### src/rtl/fifo_wr_ptr_pkt.sv
// Write-side pointer and flag controller for the asynchronous Ethernet FIFO.
// Keeps the binary working write pointer, publishes the committed pointer to the
// read domain in Gray code, and brings the read domain's Gray pointer in through
// a synchroniser. It derives full/almost_full from the working pointer.
// In packet mode a frame becomes visible to the reader only when its last word
// is written. A dropped or overflowing frame rolls the working pointer back to
// the last commit point.
module fifo_wr_ptr_pkt #(
  parameter int ADDR_WIDTH       = 4,
  parameter int ALMOST_FULL_DIFF = 4,
  parameter int SYNC_STAGES      = 2,
  parameter int PACKET_MODE      = 1
) (
  input  logic                  clk,
  input  logic                  reset_n,
  input  logic                  write,
  input  logic                  wr_last,
  input  logic                  wr_drop,
  input  logic [ADDR_WIDTH:0]   rd_ptr,
  output logic                  mem_we,
  output logic [ADDR_WIDTH-1:0] wr_addr,
  output logic [ADDR_WIDTH:0]   w_ptr,
  output logic                  full,
  output logic                  almost_full,
  output logic                  overflow
);

  localparam int PW = ADDR_WIDTH + 1;
  localparam logic [PW-1:0] AF_LEVEL = PW'((2 ** ADDR_WIDTH) - ALMOST_FULL_DIFF);

  typedef enum logic [1:0] {
    ST_IDLE,
    ST_FRAME,
    ST_DISCARD
  } state_t;

  state_t                         state_q, state_d;
  logic [PW-1:0]                  wr_bin_q, wr_bin_d;
  logic [PW-1:0]                  commit_bin_q, commit_bin_d;
  logic [ADDR_WIDTH-1:0]          wr_addr_q;
  logic [PW-1:0]                  w_ptr_q, w_ptr_d;
  logic                           full_q, full_d;
  logic                           af_q, af_d;
  logic                           ovf_q, ovf_d;
  logic [SYNC_STAGES-1:0][PW-1:0] sync_q;

  logic [PW-1:0] rd_sync;
  logic [PW-1:0] rd_bin;
  logic [PW-1:0] wr_bin_inc;
  logic [PW-1:0] wr_gray_d;
  logic [PW-1:0] used_d;
  logic          acc;
  logic          write_full;

  // Shift the raw Gray read pointer through the synchroniser chain.
  always_ff @(posedge clk or negedge reset_n) begin
    if (!reset_n) begin
      sync_q <= '0;
    end else begin
      sync_q <= {sync_q[SYNC_STAGES-2:0], rd_ptr};
    end
  end

  assign rd_sync = sync_q[SYNC_STAGES-1];

  // Gray to binary: each binary bit is the XOR of all Gray bits at and above it.
  genvar gi;
  generate
    for (gi = 0; gi < PW; gi++) begin : g_gray2bin
      assign rd_bin[gi] = ^rd_sync[ADDR_WIDTH:gi];
    end
  endgenerate

  // Accept logic, frame FSM, pointer next state and flag lookahead.
  always_comb begin
    state_d      = state_q;
    commit_bin_d = commit_bin_q;
    ovf_d        = 1'b0;

    if (PACKET_MODE != 0) begin
      acc = write & ~full_q & (state_q != ST_DISCARD) & ~wr_drop;
    end else begin
      acc = write & ~full_q;
    end
    write_full = write & full_q;
    wr_bin_inc = wr_bin_q + PW'(acc);
    wr_bin_d   = wr_bin_inc;

    if (PACKET_MODE == 0) begin
      commit_bin_d = wr_bin_inc;
      state_d      = ST_IDLE;
    end else begin
      case (state_q)
        ST_IDLE: begin
          if (acc) begin
            if (wr_last) begin
              commit_bin_d = wr_bin_inc;
            end else begin
              state_d = ST_FRAME;
            end
          end else if (write_full && !wr_drop) begin
            if (wr_last) begin
              wr_bin_d = commit_bin_q;
              ovf_d    = 1'b1;
            end else begin
              state_d = ST_DISCARD;
            end
          end
        end
        ST_FRAME: begin
          if (wr_drop) begin
            // Abandon the frame; any write presented alongside the drop is lost.
            wr_bin_d = commit_bin_q;
            state_d  = ST_IDLE;
          end else if (acc && wr_last) begin
            commit_bin_d = wr_bin_inc;
            state_d      = ST_IDLE;
          end else if (write_full) begin
            if (wr_last) begin
              wr_bin_d = commit_bin_q;
              ovf_d    = 1'b1;
              state_d  = ST_IDLE;
            end else begin
              state_d = ST_DISCARD;
            end
          end
        end
        ST_DISCARD: begin
          // Swallow the rest of the frame; only an end-of-frame exit reports overflow.
          if (wr_drop) begin
            wr_bin_d = commit_bin_q;
            state_d  = ST_IDLE;
          end else if (write && wr_last) begin
            wr_bin_d = commit_bin_q;
            ovf_d    = 1'b1;
            state_d  = ST_IDLE;
          end
        end
        default: begin
          state_d = ST_IDLE;
        end
      endcase
    end

    w_ptr_d   = commit_bin_d ^ (commit_bin_d >> 1);
    wr_gray_d = wr_bin_d ^ (wr_bin_d >> 1);
    full_d    = (wr_gray_d == {~rd_sync[ADDR_WIDTH:ADDR_WIDTH-1], rd_sync[ADDR_WIDTH-2:0]});
    used_d    = wr_bin_d - rd_bin;
    af_d      = (used_d >= AF_LEVEL);
  end

  // Register pointers, flags and FSM state.
  always_ff @(posedge clk or negedge reset_n) begin
    if (!reset_n) begin
      state_q      <= ST_IDLE;
      wr_bin_q     <= '0;
      commit_bin_q <= '0;
      wr_addr_q    <= '0;
      w_ptr_q      <= '0;
      full_q       <= 1'b0;
      af_q         <= 1'b0;
      ovf_q        <= 1'b0;
    end else begin
      state_q      <= state_d;
      wr_bin_q     <= wr_bin_d;
      commit_bin_q <= commit_bin_d;
      wr_addr_q    <= wr_bin_d[ADDR_WIDTH-1:0];
      w_ptr_q      <= w_ptr_d;
      full_q       <= full_d;
      af_q         <= af_d;
      ovf_q        <= ovf_d;
    end
  end

  assign mem_we      = acc;
  assign wr_addr     = wr_addr_q;
  assign w_ptr       = w_ptr_q;
  assign full        = full_q;
  assign almost_full = af_q;
  assign overflow    = ovf_q;

endmodule
### config.mk
export PLATFORM = sky130hd
export DESIGN_NAME = fifo_wr_ptr_pkt
export DESIGN_NICKNAME = d
export VERILOG_FILES = /design/src/rtl/fifo_wr_ptr_pkt.sv
export SDC_FILE = /design/constraint.sdc
export NUM_CORES = 1
export LEC_CHECK = 0
export CAP_MARGIN = 20
export CORE_UTILIZATION = 45
export CTS_BUF_LIST = sky130_fd_sc_hd__clkbuf_2
export DETAILED_ROUTE_END_ITERATION = 16
export GPL_TIMING_DRIVEN = 1
export PLACE_DENSITY = 0.75
export SETUP_SLACK_MARGIN = 0.02
export SYNTH_ARGS = -nofsm -noshare
export SYNTH_HDL_FRONTEND = slang
export SYNTH_SLANG_ARGS = --single-unit
### constraint.sdc
create_clock -name clk -period 3.7 [get_ports clk]
set_input_delay 0.37 -clock clk [delete_from_list [all_inputs] [get_ports clk]]
set_output_delay 0.37 -clock clk [all_outputs]
set_load 0.05 [all_outputs]
==> metrics.txt, run 1 <==
CTS clk-pin slew, worst paths=approximately 0.17 ns; CTS resizes=0; Pwr Total=approximately 1.6 mW; Pwr Density=~810 nW/um^2; Cells after DPL=about 220; MaxCap Viol Count=0; skew final=0.0274 ns; Post-CTS Setup Inserts=0; first-pass GRT wire length=around 5400 um; Peak supply drop=approximately 0.43 mV; 1st-iter DRT viols=43; Startpoint Class=flop; Warnings, synthesis=0; Final min period=~3.4 ns; setup TNS=0 ns; # DRC=0; antenna-violating nets left=0; combinational fraction of design power=between 50% and 60%; I/O Buffers=22; gr usage total=between 15 and 20%; die area=3900 sq um; Slew Viols, Final=0; CTS tree=done; first-pass detailed-route iteration total=4; RSZ-0062 raised after global routing=false; synthesized net count=around 170; WL/cell=13.7 um; CP Data Arrival Time=roughly 3.6 ns; EDFF count, synth=0; endpoint type of the worst setup path=flop; synth-to-layout area growth=19.3%; total clock sinks=29; NetSw=around 0.7 mW; Switching Fraction=between 40% and 50%; Initial Utilization=between 40 and 50%; Crit Path Max Fanout=9; Clock power frac=14.2%; GPL Wtd Cong=just over 0.9; HPWL after DPL=2240 um; mean area per synthesized cell=~11 sq um; vias per cell=approximately 5.3; Syn Std Cell Area=approximately 1600 sq um; Clk Latency, worst-skew pair=approximately 0.37 ns; final period utilization=between 90% and 100%; fmax=297 MHz; core region area=~3400 sq um; initial antenna violation count=0; H-tree depth=2; FF+latch count, synth=29; Post-Syn Instances=about 150; Yosys cell types=44; Int Power=roughly 0.88 mW; Sequential Power Share=a little under a third; Die Wd=between 60 and 70 um; kind of critical path=flop to flop; # rows=21; I/O pins=23; Leak=approximately 0.90 nW; Total Wirelength=around 3100 um; Hold Buf Count CTS=0; CTS Buffer Depth=2; die height=roughly 62 um; Final Non-Filler Cells=between 200 and 250; worst endpoint required time=roughly 4 ns; post-synthesis sequential area ratio=approximately 44%; status=complete, no violations; Least-Margin Pin Slew=around 0.50 ns; CTS Buf Count=5; CTS root buf=clkbuf_2; Hold Crit Class=primary input to asynchronous set/reset pin; prevailing post-synth register cell=dfrtp_1; routed via count=about 1200; number of fill cells=around 300; Finish-stage setup viols=0; Async SR Flop Fraction=100%; max_slew headroom=66.5%; Final #Nets=roughly 190; final hold vios=0; grt ovf=0; share of post-route cells with drive strength above 1=between 10% and 20%; vias in the first global route=roughly 1200; largest net degree at the start of global routing=30; ANT cells=0
through the flow:
step	util [%]	hold slack, ns	cell area (sq um)	setup slack, ns
2_1_floorplan	-	0.0744	1650	0.0621
3_3_place_gp	55.5	0.331	1900	0.261
3_5_place_dp	55.5	0.335	1900	0.110
4_1_cts	57.5	0.359	1960	0.363
5_1_grt	57.5	0.370	1960	0.176
6_report	57.5	0.345	1960	0.335
state kept, by name, summed over array words and instances, names as in the netlist:
register	cells
commit_bin_q	5
rd_sync	5
sync_q	5
w_ptr	4
wr_addr	3
state_q	2
wr_bin_q	2
almost_full	1
full	1
overflow	1
synthesized netlist by cell type (all sizes together) (2+ instances only):
cell type,number,share of area [%]
nor2,7,1.6
mux2i,8,5.1
mux2,3,2.3
o211a,2,1.2
o21bai,2,0.91
and2,3,1.1
xnor2,13,6.9
clkbuf,3,0.68
inv,12,2.7
nand3,5,1.5
xor2,6,3.2
buf,8,3.3
ha,4,3.0
or3b,2,1.1
o211ai,3,1.7
a211oi,3,1.7
dfrtp,29,44
a22oi,2,0.91
nor2b,6,2.3
nor3,3,1.2
nand2,6,1.4
o21ai,4,1.2
a21oi,5,1.5
routing by layer:
metal | wire, um | track usage (%)
met4 | 92 | 11.9
met1 | 1400 | 22.7
met5 | 0 | 0
met2 | 1400 | 27.7
met3 | 164 | 5.66
power groups by stage:
stage               combinational, mW  clock [mW]  sequential, mW
floorplan                       0.606           0           0.571
global placement                0.847           0           0.496
detailed placement              0.870           0           0.499
CTS                             0.876       0.232           0.491
global route                    0.956       0.245           0.504
finish                          0.877       0.226           0.491
kinds of logic (layout without fill, tap and decap cells):
| kind of cell | count (synthesis) | count (layout) | share of synthesized area, % |
|---|---|---|---|
| simple gates | 37 | 37 | 12.6 |
| xor+xnor | 20 | 20 | 11.6 |
| fa+ha+maj | 5 | 5 | 4.26 |
| mux | 11 | 11 | 7.38 |
| flops | 29 | 29 | 44.1 |
| buf+inv | 23 | 47 | 6.77 |
| compound gates | 29 | 29 | 13.3 |
final cells by class:
class                      count  area, sq um  share of cell area [%]
clock buffer                   5         25.0                    1.27
clock inverter                 3         41.3                    2.10
inverter                      12         45.0                    2.29
multi-input combinational    102          811                    41.3
sequential                    29          726                    37.0
tap                           46         57.6                    2.93
timing repair buffer          27          258                    13.1
path summary, 6_finish.rpt:
path                                           from                      to  slack [ns]  cells past startpoint
max in group asynchronous                   reset_n   almost_full$_DFF_PN0_        3.05                      2
worst max register to register       full$_DFF_PN0_   almost_full$_DFF_PN0_        0.34                     13
min in group clk                sync_q[1]$_DFF_PN0_    rd_sync[1]$_DFF_PN0_        0.37                      0
worst min-delay path                        reset_n  state_q[1]$_DFFE_PN0P_        0.35                      2
worst min register to register  sync_q[1]$_DFF_PN0_    rd_sync[1]$_DFF_PN0_        0.37                      0
worst max-delay path                 full$_DFF_PN0_   almost_full$_DFF_PN0_        0.34                     13
worst max-delay path: stages, from the launching register on:
cell and delay (ns):
dfrtp_1 0.52, or3b_1 0.46, nor2_2 0.11, and2_1 0.13
ha_1 0.22, inv_1 0.07, a221oi_1 0.29, o22a_1 0.27
inv_1 0.08, fa_1 0.47, inv_1 0.09, o211ai_1 0.13
a31oi_1 0.22, o221ai_1 0.15
cells in the final DEF, fill, tap and decap left out, types with 2 or more instances in the layout:
cell type / Yosys / layout
or3b_1: 2 / 2
mux2_2: 2 / 2
o21bai_1: 2 / 2
o21ai_0: 4 / 4
a21oi_1: 5 / 5
dfrtp_1: 29 / 29
inv_1: 12 / 12
a22oi_1: 2 / 2
nor2b_1: 6 / 6
o211a_1: 2 / 2
ha_1: 4 / 4
xnor2_1: 13 / 13
o211ai_1: 2 / 2
mux2i_1: 7 / 7
clkbuf_2: 0 / 5
clkdlybuf4s50_1: 0 / 22
and2_1: 3 / 3
nor3_1: 2 / 2
a211oi_1: 2 / 2
nand2_1: 6 / 6
nand3_1: 5 / 5
xor2_1: 6 / 6
nor2_1: 7 / 6
buf_4: 6 / 5
Power figures use the tool's default switching activity.
==> run 2: changes to the inputs <==
CAP_MARGIN = default   (was 20)
CORE_MARGIN = 2   (was default)
DONT_BUFFER_PORTS = 1   (was default)
PLACE_DENSITY = 0.67   (was 0.75)
==> run 2 against run 1 <==
Effect of this change: register-to-register slack worse by 0.03 ns; combinational power down 25%; clock skew down 0.0093 ns; routed wire length about the same; die area up 6.5%; fmax down 1.0%; design area down 5.8%; clock power up 31%; largest cell class unchanged.
==> metrics.txt, run 2 (synthesis results as in run 1) <==
status=complete, no violations; Total Wirelength=between 3000 and 4000 um; largest net degree at the start of global routing=30; routing usage on met2=24.5%; CTS root buf=clkbuf_2; Startpoint Class=flop; CP Data Arrival Time=approximately 3.7 ns; R2R depth=13; first-pass detailed-route iteration total=4; max_slew headroom=55.2%; number of fill cells=322; gr busiest metal=met2; vias per cell=roughly 5.4; synth-to-layout area growth=12.4%; CTS Buffer Depth=2; Pwr Density=848 nW/um^2; area of the multi-input gates=813 sq um; 1st-iter DRT viols=80; commonest non-fill, non-tap cell in the layout=dfrtp_1; Worst Hold Depth=1; total clock sinks=29; Crit Path Max Fanout=12; GPL Wtd Cong=0.913; MaxCap Viol Count=0; endpoint type of the worst setup path=flop; skew final=~0.018 ns; vias in the first global route=between 1000 and 1500; most frequent cells in the layout=dfrtp_1, xnor2_1, inv_1; worst reg2reg startpoint=state_q[0]$_DFFE_PN0P_; met3 routing resource usage after global routing=7.81%; H-tree depth=2; Final #Nets=between 150 and 200; kind of critical path=flop to flop; routed via count=about 1100; # rows=21; gr usage total=17.3%; post-layout util=a little over half; I/O pins=23; core region area=between 3000 and 4000 sq um; HPWL after DPL=approximately 2300 um; Hold Crit Class=primary input to flop; WL/cell=14.6 um; grt ovf=0; first-pass GRT wire length=between 5000 and 6000 um; initial antenna violation count=0; Post-CTS Setup Inserts=0; Leak=about 0.87 nW; Least-Margin Pin Slew=roughly 0.67 ns; die area=around 4200 sq um; share of post-route cells with drive strength above 1=approximately 14%; Die Wd=around 64 um; Peak supply drop=0.510 mV; CTS clk-pin slew, worst paths=roughly 0.16 ns; Final min period=3.40 ns; met1 Usage GRT=a little under a quarter; antenna-violating nets left=0; Finish-stage setup viols=0; register area=approximately 730 sq um; Clk Latency, worst-skew pair=between 0.3 and 0.4 ns; final hold vios=0; Slew Viols, Final=0; # DRC=0; RSZ-0062 raised after global routing=false; setup TNS=0 ns; final period utilization=91.9%; ANT cells=0; CTS tree=done; hold_sp=wr_drop; worst endpoint required time=~4 ns; Worst Setup SP=state_q[0]$_DFFE_PN0P_; Initial Utilization=48.2%; I/O Buffers=0; die height=roughly 64 um; CTS Buf Count=5; fmax=between 200 and 300 MHz
[run 2: critical path, stage by stage (launching register included)]
cell and delay (ns):
dfrtp_1 0.56, nor2b_2 0.33, nor2_2 0.09, and2_1 0.17
ha_1 0.37, mux2i_1 0.10, a211oi_1 0.28, o22a_1 0.25
inv_1 0.09, fa_1 0.46, inv_1 0.10, o211ai_1 0.12
a31oi_1 0.23, o221ai_1 0.15
[run 2: timing repair]
| action | in CTS | in global routing |
|---|---|---|
| hold buffers | 7 | 0 |
| gates resized for setup | 0 | 1 |
| hold endpoints to repair | 34 | 0 |
| endpoints found under the setup margin | 0 | 1 |
[run 2: power breakdown]
group          total [mW]  internal, mW  switching, mW
sequential          0.620         0.404          0.215
clock               0.295         0.181          0.113
combinational       0.654         0.290          0.364
[run 2: area by class of cell]
cell class              count  share of cell area [%]
repair buffers             12                    6.36
clock buffers               5                    1.35
well taps                  46                    3.11
flip-flops and latches     29                    39.2
multi-input cells         102                    44.0
inverters                  12                    2.44
clock inverters             3                    3.52
[run 2: path summary, 6_finish.rpt]
kind	slack (ns)	to
max in group asynchronous	3.11	commit_bin_q[1]$_DFF_PN0_
max reg2reg	0.30	almost_full$_DFF_PN0_
min in group asynchronous	0.42	wr_addr[1]$_DFF_PN0_
max	0.30	almost_full$_DFF_PN0_
min reg2reg	0.37	rd_sync[2]$_DFF_PN0_
min	0.06	state_q[1]$_DFFE_PN0P_
[run 2: per-layer routing]
layer  vias to the layer above  wire length, um
met3                         4              252
met4                         0               24
li1                        546                -
met2                        38             1390
met5                         -                0
met1                       547             1390
[run 2: per-stage QoR]
stage | setup WS, ns | power, mW | instance area, sq um | hold slack [ns] | instances
2_1_floorplan | 0.0621 | 1.18 | 1650 | 0.0744 | 154
3_3_place_gp | 0.412 | 1.25 | 1680 | 0.0750 | 194
3_5_place_dp | 0.193 | 1.27 | 1680 | 0.0753 | 194
4_1_cts | 0.169 | 1.58 | 1850 | 0.0353 | 209
5_1_grt | 0.0230 | 1.68 | 1850 | 0.0115 | 209
6_report | 0.300 | 1.57 | 1850 | 0.0586 | 209
==> run 3: changes to the inputs <==
CORE_MARGIN = default   (was 2)
==> run 3 against run 2 <==
Effect of this change: fmax up 1.7%; clock power fell by 26%; utilization shrank 0.77 points; routed wire length is 2.2% higher; sequential cell count stayed put; die area down 6.1%; highest routed layer unchanged; critical endpoint unchanged; first-iteration DRC count fell by 46%; register-to-register slack better by 0.06 ns; worst hold slack improved by 0.015 ns; design area is 1.4% lower; worst setup slack improved by 0.055 ns.
==> metrics.txt, run 3 (synthesis results as in run 1) <==
status=complete, no violations; Leak=around 0.86 nW; gr usage total=18.9%; largest net degree at the start of global routing=30; Finish-stage setup viols=0; M1 WL=1470 um; Post-CTS Setup Inserts=0; worst setup margin=about 0.36 ns; total clock sinks=29; kind of critical path=flop to flop; first-pass detailed-route iteration total=4; core region area=3420 sq um; fmax=roughly 300 MHz; CTS Buf Count=5; Hold Path End=state_q[1]$_DFFE_PN0P_; vias per cell=~5.4; Cells after DPL=a little under 200; MaxCap Viol Count=0; synth-to-layout area growth=10.8%; die area=between 3000 and 4000 sq um; setup TNS=0 ns; Setup WS pre-CTS=0.255 ns; Peak supply drop=~0.45 mV; R2R depth=13; WL/cell=between 10 and 15 um; final period utilization=90.4%; Clk Latency, worst-skew pair=between 0.3 and 0.4 ns; cell breakdown of the critical path=nor2b_2 -> nor2_2 -> and2_1 -> ha_1 -> inv_1 -> a221oi_1 -> o22a_1 -> inv_1 -> fa_1 -> inv_1 -> o211ai_1 -> and4b_1 -> o221ai_1; Final min period=around 3.3 ns; routed via count=between 1000 and 1500; GPL Wtd Cong=roughly 0.84; final hold vios=0; antenna-violating nets left=0; slowest stage delay, CP=roughly 0.54 ns; Slew Viols, Final=0; combinational fraction of design power=between 40% and 50%; grt ovf=0; first-pass GRT wire length=between 5000 and 6000 um; Pwr Total=1.50 mW; Int Power=a little over 0.8 mW; Die Wd=about 62 um; 1st-iter DRT viols=43; Clock power frac=14.6%; met3 routed WL=slightly above 200 um; Least-Margin Pin Slew=0.695 ns; worst reg2reg startpoint=state_q[0]$_DFFE_PN0P_; CP Data Arrival Time=~3.6 ns; die height=62.5 um; Top Layer Used=met4; NetSw=approximately 0.69 mW; endpoint type of the worst setup path=flop; RSZ-0062 raised after global routing=false; Sequential Power Share=between 40% and 50%; worst endpoint required time=slightly below 4 ns; initial antenna violation count=0; HPWL after DPL=2280 um; CTS clk-pin slew, worst paths=0.15 ns; skew final=0.0148 ns; r2r endpoint=almost_full$_DFF_PN0_; vias in the first global route=between 1000 and 1500; share of post-route cells with drive strength above 1=between 10% and 20%; # DRC=0; ANT cells=0; max_slew headroom=53.7%; hold_sp=wr_drop; Final Non-Filler Cells=209; Crit Path Max Fanout=12; Total Wirelength=3130 um; I/O Buffers=0; Initial Utilization=48.2%; I/O pins=23; Final #Nets=between 150 and 200; R2R setup slack=approximately 0.36 ns; met2 WL=~1400 um; Switching Fraction=between 40% and 50%; CTS tree=done; Pwr Density=~800 nW/um^2; # rows=21; commonest non-fill, non-tap cell in the layout=dfrtp_1; Crit path top cell by count=inv_1; Worst Hold Depth=1; Startpoint Class=flop; most frequent cells in the layout=dfrtp_1, xnor2_1, inv_1; CTS root buf=clkbuf_2; Hold Crit Class=primary input to flop; Slowest-stage cell, CP=dfrtp_1; H-tree depth=2; CTS Buffer Depth=2
## run 3: changes by cell type in the layout (fill, tap and decap cells not counted)
cell	change
clkinv_1	+1
clkbuf_2	+1
bufinv_16	-1
clkinv_2	-1
## run 3: through the flow
stage	utilization [%]	hold slack (ns)	instance area [sq um]
after global placement	49.1	0.0750	1680
after CTS	53.3	0.0435	1820
after floorplan	-	0.0744	1650
final	53.4	0.0740	1820
after detailed placement	49.1	0.0752	1680
after global routing	53.4	0.0389	1820
## run 3: area by class of cell
| type | instances | area [sq um] |
|---|---|---|
| clock buffers | 6 | 30.0 |
| clock inverters | 2 | 33.8 |
| fillers | 319 | 1590 |
| inverters | 12 | 45.0 |
| multi-input cells | 102 | 813 |
| flip-flops and latches | 29 | 726 |
| well taps | 46 | 57.6 |
| repair buffers | 12 | 118 |
## run 3: per-layer routing
metal,global-route usage (%),up-vias
li1,-,541
met1,25.4,555
met2,26.6,29
met3,7.48,6
met4,8.72,0
met5,0,-
## run 3: worst max-delay path by stage
stage	start	endpoint	slack, ns	cells after the start
2_1_floorplan	full$_DFF_PN0_	almost_full$_DFF_PN0_	0.06	13
3_3_place_gp	state_q[0]$_DFFE_PN0P_	almost_full$_DFF_PN0_	0.42	13
3_5_place_dp	state_q[0]$_DFFE_PN0P_	almost_full$_DFF_PN0_	0.25	13
4_1_cts	state_q[0]$_DFFE_PN0P_	almost_full$_DFF_PN0_	0.23	13
5_1_grt	state_q[0]$_DFFE_PN0P_	almost_full$_DFF_PN0_	0.15	13
6_report	state_q[0]$_DFFE_PN0P_	almost_full$_DFF_PN0_	0.36	13
## run 3: power by group through the flow
stage	clock, mW	combinational, mW	sequential (mW)
after floorplan	0	0.606	0.571
after global placement	0	0.622	0.628
after detailed placement	0	0.643	0.631
after CTS	0.228	0.661	0.623
after global routing	0.240	0.730	0.635
final	0.219	0.658	0.623
## run 3: worst max-delay path, delay by kind of cell, from the launching register on
kind | cells | cell delay, ns
fa+ha+maj | 2 | 0.83
simple gates | 4 | 0.83
flops | 1 | 0.54
compound gates | 4 | 0.84
buf+inv | 3 | 0.23
## run 3: what timing repair did
action	4_1_cts	5_1_grt
hold endpoints to repair	34	0
setup endpoints to repair	0	1
resized for setup	0	1
hold buffers	7	0
==> patch (config.mk and constraints of run 2) <==
The parameter `ADDR_WIDTH` goes from 4 to 3.
--- a/src/rtl/fifo_wr_ptr_pkt.sv
+++ b/src/rtl/fifo_wr_ptr_pkt.sv
@@ -7,5 +7,5 @@
 // the last commit point.
 module fifo_wr_ptr_pkt #(
-  parameter int ADDR_WIDTH       = 4,
+  parameter int ADDR_WIDTH       = 3,
   parameter int ALMOST_FULL_DIFF = 4,
   parameter int SYNC_STAGES      = 2,
Interface: changed (resized rd_ptr, w_ptr and wr_addr); port bits go from 23 to 20. No check against the original RTL was run, so the function may have changed too.
==> patch against run 2 <==
- worst setup slack better by 270 ps
- worst hold slack improved by 9.9 ps
- power decreased by 31%
- first-iteration DRC count decreased by 68%
- sequential cell count is 5 lower
- sequential share of layout area rose by 6.0 points
- synthesized area down 23%
- final cell count decreased by 29%
- cell area shrank 28%
- routed wire length down 29%
==> patch: results (changes against run 2) <==
* Status: complete, no violations (unchanged)
- Post-synthesis sequential area ratio: 47.2% (was 44.1%)
* Crit path arrival time: 3360 ps (was 3660 ps)
- The static power due to leakage was 0.590 nW (was 0.869 nW).
- HPWL after detailed placement: 1620 µm (was 2270 µm)
* Routed length on met3: 92 µm (was 252 µm)
- The family with the most delay on the worst path is flip-flops (was compound AO/OA/AOI/OAI gates).
* Multi-input gates: 76 (was 102)
* Final Routed Wirelength: 2180 µm (was 3060 µm)
- Footprint of the multi-input gates: 577 µm² (was 813 µm²)
- The violation count after the first detailed-route iteration is 26 (was 80).
- Non-Clock Inverter Count: 8 (was 12)
- The relative contribution of sequential cells to total power is 50.8% (was 39.5%).
- Synth cell count leaders: 24 x sky130_fd_sc_hd__dfrtp_1, 9 x sky130_fd_sc_hd__xnor2_1, 8 x sky130_fd_sc_hd__inv_1 (was 29 x sky130_fd_sc_hd__dfrtp_1, 13 x sky130_fd_sc_hd__xnor2_1, 12 x sky130_fd_sc_hd__inv_1).
* Via count of the first global-routing pass: 884 (was 1137)
- Worst Setup Slack post-DPL: 583 ps (was 193 ps)
- Met2 Wirelength: 1130 µm (was 1390 µm)
- The final clock skew was 5.56 ps (was 18.1 ps).
- The final weighted congestion in routability-driven placement was 0.773 (was 0.913).
* Xor/xnor share of the synthesized area: 8.27% (was 11.6%)
- Biggest fanout along the worst timing path: 16 (was 12)
- Sequential Area: 601 µm² (was 726 µm²)
* Worst stage delay on the critical path: 690 ps (was 560 ps)
- The post-synthesis adder-cell area fraction is 2.95% (was 4.26%).
- The transition at the pin with the smallest max-transition slack is 1040 ps (was 673 ps).
* Clock Pin Slew Worst Setup and Hold Paths: 210 ps (was 160 ps)
- Met3 routing resource usage after global routing: 3.17% (was 7.81%)
- Non-clock buffer total of the final layout: 7 (was 12)
- Layout net count: 132 (was 177)
- The global router's overall resource usage was 15.4% (was 17.3%).
- Fill cell instance count of the final layout: 260 (was 322)
- The clock latency on the worst-skew pair came to 330 ps (was 360 ps).
## patch: final timing paths
kind / startpoint / endpoint / slack (ps)
max in group asynchronous: reset_n / overflow$_DFF_PN0_ / 2450
worst min register to register: sync_q[2]$_DFF_PN0_ / rd_sync[2]$_DFF_PN0_ / 380
min in group asynchronous: reset_n / state_q[0]$_DFFE_PN0P_ / 630
worst max register to register: state_q[1]$_DFFE_PN0P_ / almost_full$_DFF_PN0_ / 570
worst min-delay path: wr_drop / state_q[0]$_DFFE_PN0P_ / 70
worst max-delay path: state_q[1]$_DFFE_PN0P_ / almost_full$_DFF_PN0_ / 570
## patch: through the flow
stage	total power [mW]	cells	instance area, µm²
after CTS	1.09	145	1290
final	1.08	149	1330
after detailed placement	0.988	141	1260
after global placement	0.971	141	1260
after floorplan	0.941	118	1270
after global routing	1.17	149	1330
## patch: repair_timing
item | in CTS | in global routing
buffers inserted | 0 | 0
gates resized for setup | 0 | 0
endpoints found under the hold margin | 24 | 4
hold buffers | 1 | 4
setup endpoints to repair | 0 | 0
